`config.mk`:
```
export PLATFORM = sky130hd
export DESIGN_NAME = sa_psum_drain
export DESIGN_NICKNAME = d
export VERILOG_FILES = /design/src/rtl/sa_psum_drain.sv
export SDC_FILE = /design/constraint.sdc
export NUM_CORES = 1
export LEC_CHECK = 0
export CAP_MARGIN = 20
export CORE_UTILIZATION = 61
export CTS_CLUSTER_DIAMETER = 120
export DETAILED_ROUTE_END_ITERATION = 6
export PLACE_DENSITY_LB_ADDON = 0.2
export SLEW_MARGIN = 20
export SYNTH_ARGS = -nofsm -noshare
export SYNTH_HDL_FRONTEND = slang
export SYNTH_SLANG_ARGS = --single-unit
```
`constraint.sdc`:
```
create_clock -name clk -period 7.8 [get_ports clk]
set_input_delay 1.95 -clock clk [delete_from_list [all_inputs] [get_ports clk]]
set_output_delay 1.95 -clock clk [all_outputs]
set_load 0.05 [all_outputs]
```
`src/rtl/sa_psum_drain.sv`:
```
// sa_psum_drain
//   Output-side drain of the weight-stationary systolic array. Column n of a
//   result vector leaves the bottom PE row n cycles after column 0. Each
//   column is delayed by NUM_COLS-1-n register stages so that every column of a
//   vector lines up. The aligned vectors are queued in a small FIFO and offered
//   to the output buffer over a valid/ready handshake. The skew pipeline never
//   stalls. A vector that arrives while the FIFO is full and nothing is popped
//   is dropped and flagged.
//
// Ports
//   clk, rst_n  : clock, asynchronous active-low reset
//   i_clear     : synchronous flush of skew pipeline, FIFO and overflow flag
//   i_valid     : column 0 of a new vector is on i_psum[0] this cycle
//   i_psum      : skewed bottom-row partial sums, one per column
//   o_valid     : aligned vector available at the FIFO head
//   i_ready     : consumer accepts the head this cycle
//   o_psum      : aligned head vector (all zeros when o_valid is low)
//   o_count     : FIFO occupancy
//   o_busy      : any vector in the skew pipeline or the FIFO
//   o_overflow  : sticky, a vector was dropped because the FIFO was full
module sa_psum_drain #(
  parameter int ADD_DATAWIDTH = 32,
  parameter int NUM_COLS      = 4,
  parameter int FIFO_DEPTH    = 4
) (
  input  logic                                         clk,
  input  logic                                         rst_n,
  input  logic                                         i_clear,
  input  logic                                         i_valid,
  input  logic [NUM_COLS-1:0][ADD_DATAWIDTH-1:0]       i_psum,
  output logic                                         o_valid,
  input  logic                                         i_ready,
  output logic [NUM_COLS-1:0][ADD_DATAWIDTH-1:0]       o_psum,
  output logic [$clog2(FIFO_DEPTH):0]                  o_count,
  output logic                                         o_busy,
  output logic                                         o_overflow
);

  localparam int AW = $clog2(FIFO_DEPTH);
  localparam int CW = AW + 1;

  // vld_p[k] marks that column k of some vector is on i_psum[k] this cycle.
  logic [NUM_COLS-1:0]                   vld_p;
  logic [NUM_COLS-1:0][ADD_DATAWIDTH-1:0] aligned_p;

  assign vld_p[0] = i_valid;

  // ---- skew stage: valid tracking ----
  generate
    if (NUM_COLS > 1) begin : g_vld
      logic [NUM_COLS-1:1] vld_q;
      always_ff @(posedge clk or negedge rst_n) begin
        if (!rst_n)       vld_q <= '0;
        else if (i_clear) vld_q <= '0;
        else              vld_q <= vld_p[NUM_COLS-2:0];
      end
      assign vld_p[NUM_COLS-1:1] = vld_q;
    end
  endgenerate

  // ---- skew stage: per-column deskew delay lines ----
  generate
    for (genvar n = 0; n < NUM_COLS; n++) begin : g_col
      localparam int L = NUM_COLS - 1 - n;
      if (L == 0) begin : g_pass
        assign aligned_p[n] = i_psum[n];
      end else begin : g_dly
        logic [L-1:0][ADD_DATAWIDTH-1:0] skew_p;
        always_ff @(posedge clk or negedge rst_n) begin
          if (!rst_n) begin
            skew_p <= '0;
          end else if (i_clear) begin
            skew_p <= '0;
          end else begin
            skew_p[0] <= i_psum[n];
            for (int s = 1; s < L; s++) skew_p[s] <= skew_p[s-1];
          end
        end
        assign aligned_p[n] = skew_p[L-1];
      end
    end
  endgenerate

  // ---- FIFO stage ----
  logic [NUM_COLS-1:0][ADD_DATAWIDTH-1:0] mem [FIFO_DEPTH];
  logic [AW-1:0] wr_ptr, rd_ptr;
  logic [CW-1:0] count;
  logic          push, pop, full, wr_en;

  assign push  = vld_p[NUM_COLS-1];
  assign pop   = (count != '0) && i_ready;
  assign full  = (count == CW'(FIFO_DEPTH));
  // A full FIFO still accepts a push when the head leaves in the same cycle.
  assign wr_en = push && (!full || pop);

  always_ff @(posedge clk or negedge rst_n) begin
    if (!rst_n) begin
      wr_ptr     <= '0;
      rd_ptr     <= '0;
      count      <= '0;
      o_overflow <= 1'b0;
    end else if (i_clear) begin
      wr_ptr     <= '0;
      rd_ptr     <= '0;
      count      <= '0;
      o_overflow <= 1'b0;
    end else begin
      if (wr_en) wr_ptr <= wr_ptr + 1'b1;
      if (pop)   rd_ptr <= rd_ptr + 1'b1;
      if (wr_en && !pop)      count <= count + 1'b1;
      else if (!wr_en && pop) count <= count - 1'b1;
      if (push && !wr_en) o_overflow <= 1'b1;
    end
  end

  always_ff @(posedge clk) begin
    if (wr_en && !i_clear) mem[wr_ptr] <= aligned_p;
  end

  assign o_valid = (count != '0);
  assign o_psum  = o_valid ? mem[rd_ptr] : '0;
  assign o_count = count;
  assign o_busy  = (|vld_p) || (count != '0);

endmodule
```
==> results.sh, run 1 <==
export IMPL_irDropWorstVdd_v=0.000213
export IMPL_grtUsageTotal=0.230
export IMPL_synth_nets=1427
export IMPL_crit_arrival_ns=3.60
export IMPL_synthFlopType="edfxtp_1"
export IMPL_ys_seq_area_frac=0.784
export IMPL_drt_iter0_drc=734
export IMPL_min_period_ns=5.55
export IMPL_initial_utilization=0.621
export IMPL_fin_skew_ns=0.0145
export IMPL_drive_above_1_share=0.158
export IMPL_drt_wl_total_um=48600
export IMPL_final_setup_viol_count=0
export IMPL_fill_cells=2386
export IMPL_timing_final_crit_share=0.711
export IMPL_path_cells="buf_4, mux4_2, and2_1, clkdlybuf4s50_1"
export IMPL_cp_startpoint="rd_ptr[1]$_DFFE_PN0P_"
export IMPL_cts_sinks=715
export IMPL_dr_wl_met3_um=2490
export IMPL_leakage_nw=11.1
export IMPL_multiInputGateArea_sq_um=5270
export IMPL_route_met2_wl_um=25300
export IMPL_final_common_cell="edfxtp_1"
export IMPL_hpwl_um=26200
export IMPL_critical_path_max_stage_delay_ns=0.99
export IMPL_r2r_start="g_vld.vld_q[3]$_DFF_PN0_"
export IMPL_startpoint_type="flop"
export IMPL_maxCapViolCount=0
export IMPL_die_h_um=209
export IMPL_slew_violations=0
export IMPL_cp_max_fo=53
export IMPL_syn_area_sq_um=26100
export IMPL_core_area_sq_um=42000
export IMPL_r2r_cells=4
export IMPL_vias_per_cell=5.62
export IMPL_tritoncts="built"
export IMPL_drcViolationCount=0
export IMPL_area_growth_pct=20.4
export IMPL_required_ns=5.85
export IMPL_die_area_sq_um=43600
export IMPL_r2r_end="mem[2][33]$_DFFE_PP_"
export IMPL_grt_max_degree=149
export IMPL_r2r_setup_slack_ns=4.84
export IMPL_tns_ns=0
export IMPL_syn_inst=1289
export IMPL_dp_slack_ns=2.47
export IMPL_min_from="g_col[0].g_dly.skew_p[41]$_DFF_PN0_"
export IMPL_antenna_found_initial=3
export IMPL_rsz0062_at_grt="false"
export IMPL_avgRoutedWirePerCell_um=22.5
export IMPL_hold_end="aligned_p[9]$_DFF_PN0_"
export IMPL_layout_common_cells="edfxtp_1 (512), clkdlybuf4s50_1 (264), dfrtp_1 (201)"
export IMPL_crit_family="buffers and inverters"
export IMPL_ys_warn_count=0
export IMPL_setup_ws_ns=2.25
export IMPL_post_route_util=0.747
export IMPL_die_x_um=209
export IMPL_p_per_area_nw_per_um2=320
export IMPL_grt_pass1_vias=12700
export IMPL_postCtsResizedCells=0
export IMPL_rows=75
export IMPL_power_mw=10.1
export IMPL_cts_setup_buffers=0
export IMPL_numPortBuffers=266
export IMPL_cts_root_buf="clkbuf_16"
export IMPL_worst_setup_path_type="reg -> out"
export IMPL_final_hold_viol_count=0
export IMPL_hold_buffers=0
export IMPL_synthesis_area_per_instance_sq_um=20.2
export IMPL_regArea_sq_um=20500
export IMPL_numCtsBuffers=67
export IMPL_hold_path_depth=1
export IMPL_synth_edf_count=512
export IMPL_async_reset_ff_frac=0.284
export IMPL_vias=12100
export IMPL_worst_setup_path_end_kind="output pin"
export IMPL_grt_pass1_wl_um=74500
export IMPL_highest_layer="met4"
export IMPL_worst_path_buf_inv=2
export IMPL_hp_class="reg -> reg"
export IMPL_tightest_slew_ns=0.997
export IMPL_synth_cell_types=36
export IMPL_grt_overflow=0
export IMPL_met1_length_um=19700
export IMPL_relSlewSlack=0.335
export IMPL_ioPinCount=267
export IMPL_nets=1706
export IMPL_gp_congestion=0.711
export IMPL_outcome="complete, no violations"
export IMPL_timing_fmax_ghz=0.180
export IMPL_cts_max_level=3
export IMPL_clk_path_buf_depth=3
export IMPL_firstDrtPassIters=5
export IMPL_insertion_delay_ns=0.58
export IMPL_ant_nets=0
export IMPL_path_clk_slew_ns=0.06
export IMPL_synth_seq_cells=715
export IMPL_crit_slowest_cell="dfrtp_4"
[cell usage after synthesis, types with 2 or more instances]
| cell type | count | area share |
|---|---|---|
| nand2b_1 | 2 | 0.00048 |
| and2_1 | 132 | 0.032 |
| buf_6 | 11 | 0.0047 |
| mux2_2 | 2 | 0.00086 |
| dfrtp_1 | 203 | 0.19 |
| clkbuf_1 | 39 | 0.0056 |
| nand3_1 | 2 | 0.00038 |
| nor2b_1 | 195 | 0.047 |
| o21ai_0 | 2 | 0.00038 |
| edfxtp_1 | 512 | 0.59 |
| mux4_2 | 128 | 0.11 |
| buf_2 | 18 | 0.0035 |
| inv_1 | 5 | 0.00072 |
| nor2_1 | 10 | 0.0014 |
| xor2_1 | 2 | 0.00067 |
| a21oi_1 | 3 | 0.00058 |
| ha_1 | 4 | 0.0019 |
[area by class of cell]
| class | instances | area share |
|---|---|---|
| sequential | 715 | 0.651 |
| inverter | 5 | 0.000597 |
| clock buffer | 100 | 0.0635 |
| clock inverter | 21 | 0.00518 |
| multi-input combinational | 499 | 0.168 |
| tap | 539 | 0.0215 |
| timing repair buffer | 280 | 0.0903 |
| antenna | 3 | 0.000239 |
[registers in the layout (all words and copies together), names as in the netlist]
| signal | cells |
|---|---|
| mem | 512 |
| g_col.g_dly.skew_p | 128 |
| aligned_p | 64 |
| g_vld.vld_q | 3 |
| o_count | 3 |
| rd_ptr | 2 |
| wr_ptr | 2 |
| o_overflow | 1 |
[logic make-up after synthesis]
| kind of cell | after synthesis | synth area share |
|---|---|---|
| and+or+nand+nor | 349 | 0.0829 |
| buffers and inverters | 75 | 0.0150 |
| DFF | 715 | 0.784 |
| adders and majority gates | 5 | 0.00269 |
| AOI/OAI and AO/OA | 12 | 0.00326 |
| muxes | 130 | 0.111 |
| xor gates and xnor gates | 3 | 0.00101 |
[through the flow]
step	hold slack (ns)	area, sq um	instances
after global routing	0.475	31400	2161
after floorplan	0.439	26100	1289
after CTS	0.462	31400	2159
final	0.457	31400	2162
after global placement	0.440	29300	2038
after detailed placement	0.447	29300	2038
[how the worst max path moves through the flow]
stage / to / slack (ns) / depth (start not counted)
floorplan: mem[0][0]$_DFFE_PP_ / 1.74 / 4
global placement: o_busy / 2.45 / 4
detailed placement: o_busy / 2.47 / 4
CTS: o_psum[2] / 2.19 / 4
global route: o_psum[57] / 2.11 / 4
finish: o_psum[34] / 2.25 / 4
[per-layer routing]
layer	up-vias	GRT usage
met3	65	0.0377
met1	6319	0.316
li1	5398	-
met4	0	0.0849
met5	-	0
met2	359	0.378
[power by group]
part / switching [mW] / leakage [nW] / internal, mW / total [mW]
combinational: 1.71 / 2.67 / 0.994 / 2.70
sequential: 0.0787 / 7.36 / 4.13 / 4.21
clock: 1.31 / 1.07 / 1.84 / 3.15
total: 3.10 / 11.1 / 6.97 / 10.1
(Power assumes the default switching activity.)
==> inputs of run 2 (changes only) <==
- CORE_UTILIZATION: 61 -> 56
- clock period: 7.8 -> 5.2 ns (I/O delays scaled with it)
==> run 2 against run 1 <==
Utilization decreased by 5.4 points. Hold slack got worse by 0.0012 ns. Total power increased by 52%. Worst setup slack got worse by 1.6 ns. Combinational power increased by 51%. Sequential cell count unchanged. Non-clock buffer count increased by 5. Critical endpoint is now o_psum[20].
==> results.sh, run 2 (same netlist as run 1, synthesis figures left out) <==
export IMPL_outcome="complete, no violations"
export IMPL_path_clk_slew_ns=0.06
export IMPL_drcViolationCount=0
export IMPL_initial_utilization=0.571
export IMPL_area_growth_pct=21.5
export IMPL_hp_class="reg -> reg"
export IMPL_antenna_found_initial=2
export IMPL_avgRoutedWirePerCell_um=21.6
export IMPL_clk_path_buf_depth=3
export IMPL_leakage_nw=11.2
export IMPL_firstDrtPassIters=7
export IMPL_crit_arrival_ns=3.27
export IMPL_r2r_setup_slack_ns=2.63
export IMPL_irDropWorstVdd_v=0.000409
export IMPL_cts_setup_buffers=0
export IMPL_worst_setup_path_end_kind="output pin"
export IMPL_slew_violations=0
export IMPL_gp_congestion=0.738
export IMPL_fin_area_sq_um=31700
export IMPL_grt_pass1_vias=12700
export IMPL_worst_setup_path_type="reg -> out"
export IMPL_largest_register="mem"
export IMPL_largest_reg_flops=512
export IMPL_grt_max_degree=129
export IMPL_die_x_um=218
export IMPL_critical_path_max_stage_delay_ns=0.74
export IMPL_power_mw=15.3
export IMPL_ant_nets=0
export IMPL_tightest_slew_ns=0.936
export IMPL_p_per_area_nw_per_um2=482
export IMPL_multiInputGateArea_sq_um=5270
export IMPL_grtUsageTotal=0.213
export IMPL_hold_ws_ns=0.456
export IMPL_cts_root_buf="clkbuf_16"
export IMPL_final_hold_viol_count=0
export IMPL_required_ns=3.90
export IMPL_crit_family="buffers and inverters"
export IMPL_maxCapViolCount=0
export IMPL_vias_per_cell=5.39
export IMPL_layout_common_cells="edfxtp_1 (512), clkdlybuf4s50_1 (264), dfrtp_1 (201)"
export IMPL_startpoint_type="flop"
export IMPL_nets=1714
export IMPL_placed_cell_area_sq_um=29500
export IMPL_min_period_ns=4.57
export IMPL_timing_fmax_ghz=0.219
export IMPL_hold_buffers=0
export IMPL_tritoncts="built"
export IMPL_rsz0062_at_grt="false"
export IMPL_regArea_sq_um=20500
export IMPL_cts_max_level=3
export IMPL_crit_slowest_cell="dfrtp_4"
export IMPL_post_route_util=0.694
export IMPL_final_setup_viol_count=0
export IMPL_postCtsResizedCells=0
export IMPL_ioPinCount=267
export IMPL_die_area_sq_um=47500
export IMPL_core_area_sq_um=45700
export IMPL_final_common_cell="edfxtp_1"
export IMPL_worst_path_buf_inv=2
export IMPL_drt_iter0_drc=923
export IMPL_path_cells="buf_12, mux4_2, and2_1, clkdlybuf4s50_1"
export IMPL_relSlewSlack=0.376
export IMPL_vias=12100
export IMPL_grt_overflow=0
export IMPL_drt_wl_total_um=48300
export IMPL_timing_final_crit_share=0.878
export IMPL_cp_max_fo=39
export IMPL_drive_above_1_share=0.158
export IMPL_cts_sinks=715
export IMPL_numCtsBuffers=70
export IMPL_fill_cells=2899
export IMPL_grt_pass1_wl_um=74600
export IMPL_hpwl_um=26600
export IMPL_numPortBuffers=266
export IMPL_tns_ns=0
export IMPL_die_h_um=218
export IMPL_insertion_delay_ns=0.58
export IMPL_rows=78
export IMPL_fin_skew_ns=0.0230
## run 2: worst paths after layout
kind | start | end | depth (start not counted)
min in group asynchronous | rst_n | g_col[2].g_dly.skew_p[8]$_DFF_PN0_ | 1
worst max register to register | g_vld.vld_q[3]$_DFF_PN0_ | mem[0][52]$_DFFE_PP_ | 4
worst min register to register | g_col[1].g_dly.skew_p[7]$_DFF_PN0_ | aligned_p[39]$_DFF_PN0_ | 1
worst min-delay path | g_col[1].g_dly.skew_p[7]$_DFF_PN0_ | aligned_p[39]$_DFF_PN0_ | 1
max in group asynchronous | rst_n | g_col[0].g_dly.skew_p[17]$_DFF_PN0_ | 2
worst max-delay path | rd_ptr[0]$_DFFE_PN0P_ | o_psum[20] | 4
## run 2: where the power goes
group	total [mW]	switching [mW]	internal, mW
Clock	4.89	2.03	2.86
Sequential	6.30	0.105	6.20
Combinational	4.08	2.55	1.52
## run 2: per-stage QoR
stage          setup WS, ns  std cells
3_3_place_gp           1.14       2104
2_1_floorplan          1.21       1289
5_1_grt               0.476       2235
4_1_cts               0.535       2233
6_report              0.633       2235
3_5_place_dp           1.14       2104
## run 2: final cells by class
class,count,area share
Antenna cell,2,0.000158
Clock buffer,102,0.0626
Clock inverter,27,0.00778
Inverter,5,0.000592
Multi-Input combinational cell,499,0.166
Sequential cell,715,0.646
Tap cell,600,0.0237
Timing Repair Buffer,285,0.0934
## run 2: layer usage
| layer | wire [um] | track usage | share of wire |
|---|---|---|---|
| met2 | 24700 | 0.343 | 0.51 |
| met4 | 1070 | 0.0737 | 0.022 |
| met3 | 2200 | 0.0374 | 0.046 |
| met1 | 20300 | 0.297 | 0.42 |
| met5 | 0 | 0 | 0 |
